**src/rtl/b16_bus_pkg.sv**
```systemverilog
// Shared types and constants for the b16 system-bus fabric.
package b16_bus_pkg;

    typedef enum logic {
        ST_IDLE = 1'b0,
        ST_BUSY = 1'b1
    } bus_state_t;

    localparam int unsigned TMO_W = 8;
    localparam logic [TMO_W-1:0] TMO_DEFAULT = 8'd255;

    // Width of a slave index; never less than one bit so NSLV=1 still elaborates.
    function automatic int unsigned clog2_min1(input int unsigned n);
        int unsigned bits;
        bits = 0;
        for (int unsigned v = 1; v < n; v = v << 1) begin
            bits++;
        end
        return (bits == 0) ? 1 : bits;
    endfunction

endpackage

```
**src/rtl/b16_wait_timer.sv**
```systemverilog
// Wait-state down-counter and ack-timeout up-counter for one bus access at a time.
module b16_wait_timer
    import b16_bus_pkg::*;
#(
    parameter int unsigned      WS_W = 4,
    parameter logic [TMO_W-1:0] TMO  = TMO_DEFAULT
) (
    input  logic            clk,
    input  logic            reset,
    input  logic            i_load,
    input  logic [WS_W-1:0] i_load_val,
    input  logic            i_run,
    output logic            o_cnt_zero,
    output logic            o_tmo_hit
);

    logic [WS_W-1:0]  r_cnt;
    logic [TMO_W-1:0] r_tmo;

    assign o_cnt_zero = (r_cnt == '0);
    assign o_tmo_hit  = (r_tmo == TMO);

    // Both counters saturate so a stalled access never wraps back into range.
    always_ff @(posedge clk or posedge reset) begin
        if (reset) begin
            r_cnt <= '0;
            r_tmo <= '0;
        end else if (i_load) begin
            r_cnt <= i_load_val;
            r_tmo <= '0;
        end else if (i_run) begin
            if (!o_cnt_zero) begin
                r_cnt <= r_cnt - 1'b1;
            end
            if (!o_tmo_hit) begin
                r_tmo <= r_tmo + 1'b1;
            end
        end
    end

endmodule

```
**src/rtl/b16_bus_fabric.sv**
```systemverilog
// b16 system-bus fabric: address decode, per-slave wait/ack sequencing with timeout,
// CPU ready gate and read-data mux.
module b16_bus_fabric
    import b16_bus_pkg::*;
#(
    parameter int unsigned          NSLV    = 4,
    parameter int unsigned          AW      = 16,
    parameter int unsigned          DW      = 16,
    parameter int unsigned          WS_W    = 4,
    parameter logic [NSLV*AW-1:0]   BASE    = '0,
    parameter logic [NSLV*AW-1:0]   MASK    = '0,
    parameter logic [NSLV*WS_W-1:0] WAIT    = '0,
    parameter logic [NSLV-1:0]      ACKMODE = '0,
    parameter logic [TMO_W-1:0]     TMO     = TMO_DEFAULT
) (
    input  logic                 clk,
    input  logic                 reset,
    input  logic [AW-1:0]        addr,
    input  logic                 r,
    input  logic [1:0]           w,
    output logic [NSLV-1:0]      sel,
    input  logic [NSLV*DW-1:0]   slv_rdata,
    input  logic [NSLV-1:0]      slv_ack,
    output logic [DW-1:0]        rdata,
    output logic                 ready,
    output logic                 wstb,
    output logic                 err,
    output logic                 err_flag,
    input  logic                 err_clr
);

    localparam int unsigned SIW = clog2_min1(NSLV);

    bus_state_t              r_state;
    bus_state_t              w_next;
    logic [NSLV-1:0]         w_hit;
    logic [NSLV-1:0]         w_first;
    logic [NSLV:0]           w_seen;
    logic [NSLV:0][DW-1:0]   w_rd_chain;
    logic [SIW-1:0]          w_sidx;
    logic [WS_W-1:0]         w_wait;
    logic [WS_W-1:0]         w_load_val;
    logic                    w_ackm;
    logic                    w_ack;
    logic                    w_req;
    logic                    w_wr;
    logic                    w_rd;
    logic                    w_load;
    logic                    w_run;
    logic                    w_cnt_zero;
    logic                    w_tmo_hit;

    assign w_seen[0]     = 1'b0;
    assign w_rd_chain[0] = '0;

    // Priority chain: a slave is selected only if no lower index already hit.
    for (genvar i = 0; i < NSLV; i++) begin : g_slv
        assign w_hit[i]        = ((addr ^ BASE[i*AW +: AW]) & MASK[i*AW +: AW]) == '0;
        assign w_first[i]      = w_hit[i] & ~w_seen[i];
        assign w_seen[i+1]     = w_seen[i] | w_hit[i];
        assign w_rd_chain[i+1] = w_rd_chain[i] | (slv_rdata[i*DW +: DW] & {DW{sel[i]}});
    end

    always_comb begin
        sel         = w_first;
        sel[NSLV-1] = w_first[NSLV-1] | ~w_seen[NSLV];
    end

    always_comb begin
        w_sidx = '0;
        for (int unsigned i = 0; i < NSLV; i++) begin
            if (sel[i]) begin
                w_sidx = SIW'(i);
            end
        end
    end

    assign w_wait     = WAIT[w_sidx*WS_W +: WS_W];
    assign w_ackm     = ACKMODE[w_sidx];
    assign w_ack      = slv_ack[w_sidx];
    assign w_load_val = w_ackm ? '0 : (w_wait - 1'b1);

    assign w_wr  = |w;
    assign w_req = r | w_wr;
    assign w_rd  = r & ~w_wr;

    b16_wait_timer #(
        .WS_W (WS_W),
        .TMO  (TMO)
    ) u_timer (
        .clk        (clk),
        .reset      (reset),
        .i_load     (w_load),
        .i_load_val (w_load_val),
        .i_run      (w_run),
        .o_cnt_zero (w_cnt_zero),
        .o_tmo_hit  (w_tmo_hit)
    );

    always_ff @(posedge clk or posedge reset) begin
        if (reset) begin
            r_state <= ST_IDLE;
        end else begin
            r_state <= w_next;
        end
    end

    always_comb begin
        w_next = r_state;
        ready  = 1'b0;
        err    = 1'b0;
        w_load = 1'b0;
        w_run  = 1'b0;
        case (r_state)
            ST_IDLE: begin
                if (!w_req) begin
                    ready = 1'b1;
                end else if ((w_wait == '0) && !w_ackm) begin
                    ready = 1'b1;
                end else begin
                    w_load = 1'b1;
                    w_next = ST_BUSY;
                end
            end
            ST_BUSY: begin
                if (!w_req) begin
                    w_next = ST_IDLE;
                end else begin
                    w_run = 1'b1;
                    if (w_ackm) begin
                        // An ack arriving on the timeout cycle still counts as a completion.
                        if (w_ack) begin
                            ready = 1'b1;
                        end else if (w_tmo_hit) begin
                            ready = 1'b1;
                            err   = 1'b1;
                        end
                    end else begin
                        ready = w_cnt_zero;
                    end
                    if (ready) begin
                        w_next = ST_IDLE;
                    end
                end
            end
            default: w_next = ST_IDLE;
        endcase
    end

    // A write byte-enable is live in every cycle it is held: it starts, continues or ends an access.
    assign wstb  = w_wr;
    assign rdata = (w_rd & ready & ~err) ? w_rd_chain[NSLV] : '0;

    always_ff @(posedge clk or posedge reset) begin
        if (reset) begin
            err_flag <= 1'b0;
        end else if (err) begin
            err_flag <= 1'b1;
        end else if (err_clr) begin
            err_flag <= 1'b0;
        end
    end

endmodule
```
**config.mk**
```make
export PLATFORM = sky130hd
export DESIGN_NAME = b16_bus_fabric
export DESIGN_NICKNAME = d
export VERILOG_FILES = /design/src/rtl/b16_bus_pkg.sv /design/src/rtl/b16_wait_timer.sv /design/src/rtl/b16_bus_fabric.sv
export SDC_FILE = /design/constraint.sdc
export NUM_CORES = 1
export LEC_CHECK = 0
export ABC_AREA = 1
export BUFFER_PORTS_ARGS = -buffer_cell sky130_fd_sc_hd__buf_2
export CAP_MARGIN = 5
export CORE_AREA = 8 8 64 66
export DETAILED_ROUTE_END_ITERATION = 7
export DIE_AREA = 0 0 72 74
export HOLD_SLACK_MARGIN = 0.05
export PLACE_DENSITY = 0.8
export SYNTH_ARGS = -nofsm -noshare
export SYNTH_HDL_FRONTEND = slang
export SYNTH_HIERARCHICAL = 1
export SYNTH_SLANG_ARGS = --single-unit
```
**constraint.sdc**
```tcl
create_clock -name clk -period 1.78 [get_ports clk]
set_input_delay 0.267 -clock clk [delete_from_list [all_inputs] [get_ports clk]]
set_output_delay 0.267 -clock clk [all_outputs]
set_load 0.01 [all_outputs]
```
After elaboration in Yosys (flattened, before gate mapping)
Index checks and enable logic that the tools add are counted.
W data, S select, Z words.

storage, ports and cells
  bits in registers = 5
  input bits = 90
  word-level logic and storage cells = 22

cells by class
  $add $sub $neg = 1
  mux-type cells = 10
  bitwise operators = 6
  reduce and logical (&&, ||, !) cells = 3

operator list
  operator               count
  $mux W16               1
  $mux W1                7
  $logic_not A4 Y1       1
  $pmux W1 S2            2
  $sub A4 B1 Y4 const B  1
  $not A1 Y1             3
  $and A1 B1 Y1          2
  $reduce_and A2 Y1      1
  $reduce_or A2 Y1       1
  $or A1 B1 Y1           1

Longest topological paths before layout
  depth in word-level cells = 8
  gate-level depth with buffers = 9
  mapped depth without buffers = 9

Modules after synthesis
Netlist, hierarchy kept.

modules (own cells, without submodules)
  module          times used  cells each  area an instance (um^2)  sequential area each (um^2)
  b16_wait_timer  1           111         783.3                    300.3
  b16_bus_fabric  1           52          275.3                    25.0

Worst setup path after synthesis
OpenSTA, ideal clock, no wires.

  path kind = register -> output
  start = register u_timer.r_cnt[0]
  end = output rdata[10]
  data arrival time = 1.345 ns
  required time = 1.513 ns
  setup slack = 0.168 ns
  stages on the path, launching flop included = 10
  buffers on the path = 1
  cell sequence = dfrtp_1 -> inv_1 -> ha_1 -> inv_1 -> nor2_1 -> nand2_1 -> inv_1 -> o211ai_4 -> buf_6 -> nor2_1

between the ends
  cells in the longest elaborated chain, start to end = 7

ends and longest elaborated chain
  item                      RTL line               text
  start: declaration        b16_wait_timer.sv:17   logic [WS_W-1:0] r_cnt;
  start signal: assignment  b16_wait_timer.sv:29   r_cnt <= i_load_val;
  start signal: assignment  b16_wait_timer.sv:33   r_cnt <= r_cnt - 1'b1;
  $logic_not A4 Y1          b16_wait_timer.sv:20   assign o_cnt_zero = (r_cnt == '0);
  net w_cnt_zero            b16_bus_fabric.sv:50   logic w_cnt_zero;
  $mux W1                   b16_bus_fabric.sv:126  if (!w_req) begin
  $mux W1                   b16_bus_fabric.sv:114  case (r_state)
  $mux W1                   b16_bus_fabric.sv:126
  $pmux W1 S2               b16_bus_fabric.sv:114
  $and A1 B1 Y1             b16_bus_fabric.sv:152  assign rdata = (w_rd & ready & ~err) ? w_rd_chain[NSLV] : '0;
  $mux W16                  b16_bus_fabric.sv:152
  end: declaration          b16_bus_fabric.sv:24   output logic [DW-1:0] rdata,

The timed path passes the listed nets, and every way through them passes these cells. The select of a mux whose other input is x is not followed.

Worst setup path in the final report
  start = register u_timer.r_cnt[0]
  end = output rdata[11]

Same word-level chain as after synthesis.

==> metrics list <==
- Yosys printed 6 warnings.
- During placement, the flow inserted port buffers numbering 38.
- Internal power: 0.298 mW
- Vias in the first global route: 623
* Setup-violating endpoint count in the final report: 16
- Per-cell routed wire length: 8.07 um
- The routed design uses 291 um of met3 wire.
* Maximum number of pins on one net before global-route repair: 17
- Global Route Usage Sum: 5.93%
- The first detailed-routing pass ran for 4 iterations.
- Total wire length: 1550 um
- The worst-case IR drop observed on VDD is 0.000340 V.
- The setup path with the least slack is of type register to output pin.
- Core footprint: 3180 um^2
* Avg Synthesized Cell Area: 5.78 um^2
- The final hold violation count came to 0.
- Of all nets on the critical path, the largest fanout is 16.
- Die Area: 5330 um^2
- Number of nets in the layout: 238
- Detailed-route via count: 659
- The analysis attributes to cell leakage a power of 0.558 nW.
- Hold crit path type: input port to register
- Post-DP Area: 767 um^2
* Power density cells: 494 nW/um^2
* Share of power burned in combinational logic: 41.4%
* Highest attainable clock frequency: 541 MHz
* Post-route DRC: 0
* Cell area after layout: 908 um^2
* Nature of the critical path startpoint: register
- Clock buffers created by TritonCTS: 3
- Clock transition time at the flip-flop clock pins of the worst setup and hold paths: 0.04 ns
* Initial DRC Count: 16
- Summed over all layers, the global routing overflow is 0.
- Measured on the finished design, the core utilization comes to 28.6%.
- In the post-route analysis, the smallest setup slack over all paths is -0.0671 ns.
- Type of element capturing the critical path: output pin
- The initial antenna violation count came to 0.
- Met1 routed wirelength after detailed routing: 563 um
- The cell area that synthesis handed to floorplanning was 543 um^2.
- Relative to the synthesized area, the layout overhead comes to 67.3%.
* Switching portion of total power: 33.5%
- The first global-routing pass estimated 2540 um of wire.
- Antenna Violating Nets Remaining: 0
- Max-slew violations: 0
- Switching power: 0.150 mW
- Top-Level Pins: 114
- Violated checks: setup timing
- The die is 72 um wide.
- Registers are responsible for 30.4% of the overall power.
- Measured along the y axis, the die boundary spans 74 um.
- For the worst setup path, the data arrival time is 1.58 ns.
- Final period utilization: 104%
* H-tree lvl count: 1
- Summed over all nets, the half-perimeter wirelength after detailed placement is 1240 um.
- Number of rows in the core area: 21
* Antenna fix cells: 0
- The initial utilization of the core area, before any placement, comes to 17.1%.
- Routed signal wires occupy layers up through met4.
- The congestion estimate from routability-driven global placement came to 0.812.
- Setup repair after global routing could not meet its margin everywhere.
- The clock drives 5 sinks.
- The run finished, with violations left.
* Per-cell via count in the routed design: 3.43
- Clock network latency to the later pin of the worst-skew pair: 0.24 ns
* Cell count after synthesis: 94
- Per report_power, the clock group accounts for 28.3% of the total.
- Data required, critical path: 1.51 ns
* Post-Route Skew: 0.00151 ns
* TritonCTS clock tree: yes
- In this run the deepest clock path goes through 2 buffers.
- Layout cells sized above 1: 44.5%
- Max-Cap Viols: 0
* Detailed route wirelength on metal2: 685 um
- Clk root buf: sky130_fd_sc_hd__clkbuf_4
- Clock period minus final worst setup slack: 1.85 ns
-- state kept, by name, indices dropped and copies added (netlist names) --
signal / flops
r_state: 1
u_timer/r_cnt: 4
-- placed cells by master (no fill, tap or decap) --
cell	n
sky130_fd_sc_hd__nor3_1	2
sky130_fd_sc_hd__nor2_2	7
sky130_fd_sc_hd__o21ai_0	5
sky130_fd_sc_hd__buf_4	6
sky130_fd_sc_hd__inv_2	5
sky130_fd_sc_hd__nand2_2	1
sky130_fd_sc_hd__nand3_1	3
sky130_fd_sc_hd__o21ai_1	1
sky130_fd_sc_hd__o211ai_4	1
sky130_fd_sc_hd__dlygate4sd3_1	1
sky130_fd_sc_hd__clkbuf_4	3
sky130_fd_sc_hd__conb_1	12
sky130_fd_sc_hd__xor2_1	1
sky130_fd_sc_hd__nand2_1	15
sky130_fd_sc_hd__buf_2	38
sky130_fd_sc_hd__inv_1	23
sky130_fd_sc_hd__nor2_1	12
sky130_fd_sc_hd__clkbuf_1	1
sky130_fd_sc_hd__nor2_4	2
sky130_fd_sc_hd__buf_12	1
sky130_fd_sc_hd__dfrtp_1	5
sky130_fd_sc_hd__ha_4	1
-- final timing paths --
| kind | depth (start not counted) | end | slack, ns | start |
|---|---|---|---|---|
| worst max-delay path | 10 | rdata[11] | -0.07 | u_timer/r_cnt[0] |
| worst min-delay path | 3 | r_state | 0.39 | w[0] |
| worst max register to register | 9 | u_timer/r_cnt[3] | 0.44 | u_timer/r_cnt[0] |
| worst min register to register | 2 | u_timer/r_cnt[0] | 0.51 | u_timer/r_cnt[0] |
| max in group asynchronous | 3 | u_timer/r_cnt[3] | 1.16 | reset |
| min in group asynchronous | 3 | r_state | 0.42 | reset |
-- worst max-delay path, stage by stage, from the launching register on --
cell and delay (ns):
sky130_fd_sc_hd__dfrtp_1 0.38, sky130_fd_sc_hd__inv_2 0.08, sky130_fd_sc_hd__ha_4 0.13, sky130_fd_sc_hd__inv_2 0.04, sky130_fd_sc_hd__nor2_4 0.11, sky130_fd_sc_hd__nand2_2 0.07, sky130_fd_sc_hd__inv_2 0.08, sky130_fd_sc_hd__o211ai_4 0.08
sky130_fd_sc_hd__buf_12 0.16, sky130_fd_sc_hd__nor2_1 0.08, sky130_fd_sc_hd__buf_2 0.13
-- per-layer routing --
| layer | up-vias | track usage [%] |
|---|---|---|
| met5 | - | 0 |
| met4 | 0 | 4.08 |
| met3 | 2 | 3.37 |
| met2 | 44 | 10.8 |
| met1 | 258 | 4.74 |
| li1 | 355 | - |
-- power groups by stage --
| stage | sequential [mW] | combinational (mW) | clock, mW |
|---|---|---|---|
| after floorplan | 0.132 | 0.0966 | 0 |
| after global placement | 0.133 | 0.127 | 0 |
| after detailed placement | 0.134 | 0.129 | 0 |
| after CTS | 0.136 | 0.167 | 0.133 |
| after global routing | 0.137 | 0.212 | 0.145 |
| final | 0.136 | 0.185 | 0.127 |
-- metrics by stage --
step	power, mW	worst slack [ns]	cells	hold WS (ns)	setup TNS, ns
2_1_floorplan	0.229	0.168	104	-0.00429	0
3_3_place_gp	0.260	0.00640	180	0.126	0
3_5_place_dp	0.263	-0.0126	180	0.123	-0.0126
4_1_cts	0.436	-0.0494	190	0.403	-0.669
5_1_grt	0.495	-0.223	192	0.419	-3.39
6_report	0.448	-0.0671	192	0.391	-0.960
-- cell type report --
| type | count | area, um^2 |
|---|---|---|
| fillers | 340 | 2270 |
| multi-input cells | 63 | 329 |
| repair buffers | 46 | 265 |
| flip-flops and latches | 5 | 125 |
| inverters | 28 | 105 |
| well taps | 46 | 57.6 |
| clock buffers | 4 | 26.3 |
-- timing repair --
action	4_1_cts	5_1_grt
endpoints found under the setup margin	17	17
hold buffers	1	0
buffers inserted	5	2
resized for setup	11	6
hold endpoints to repair	5	0
pin swaps	4	2
No activity file was read; power rests on OpenSTA's default activity.
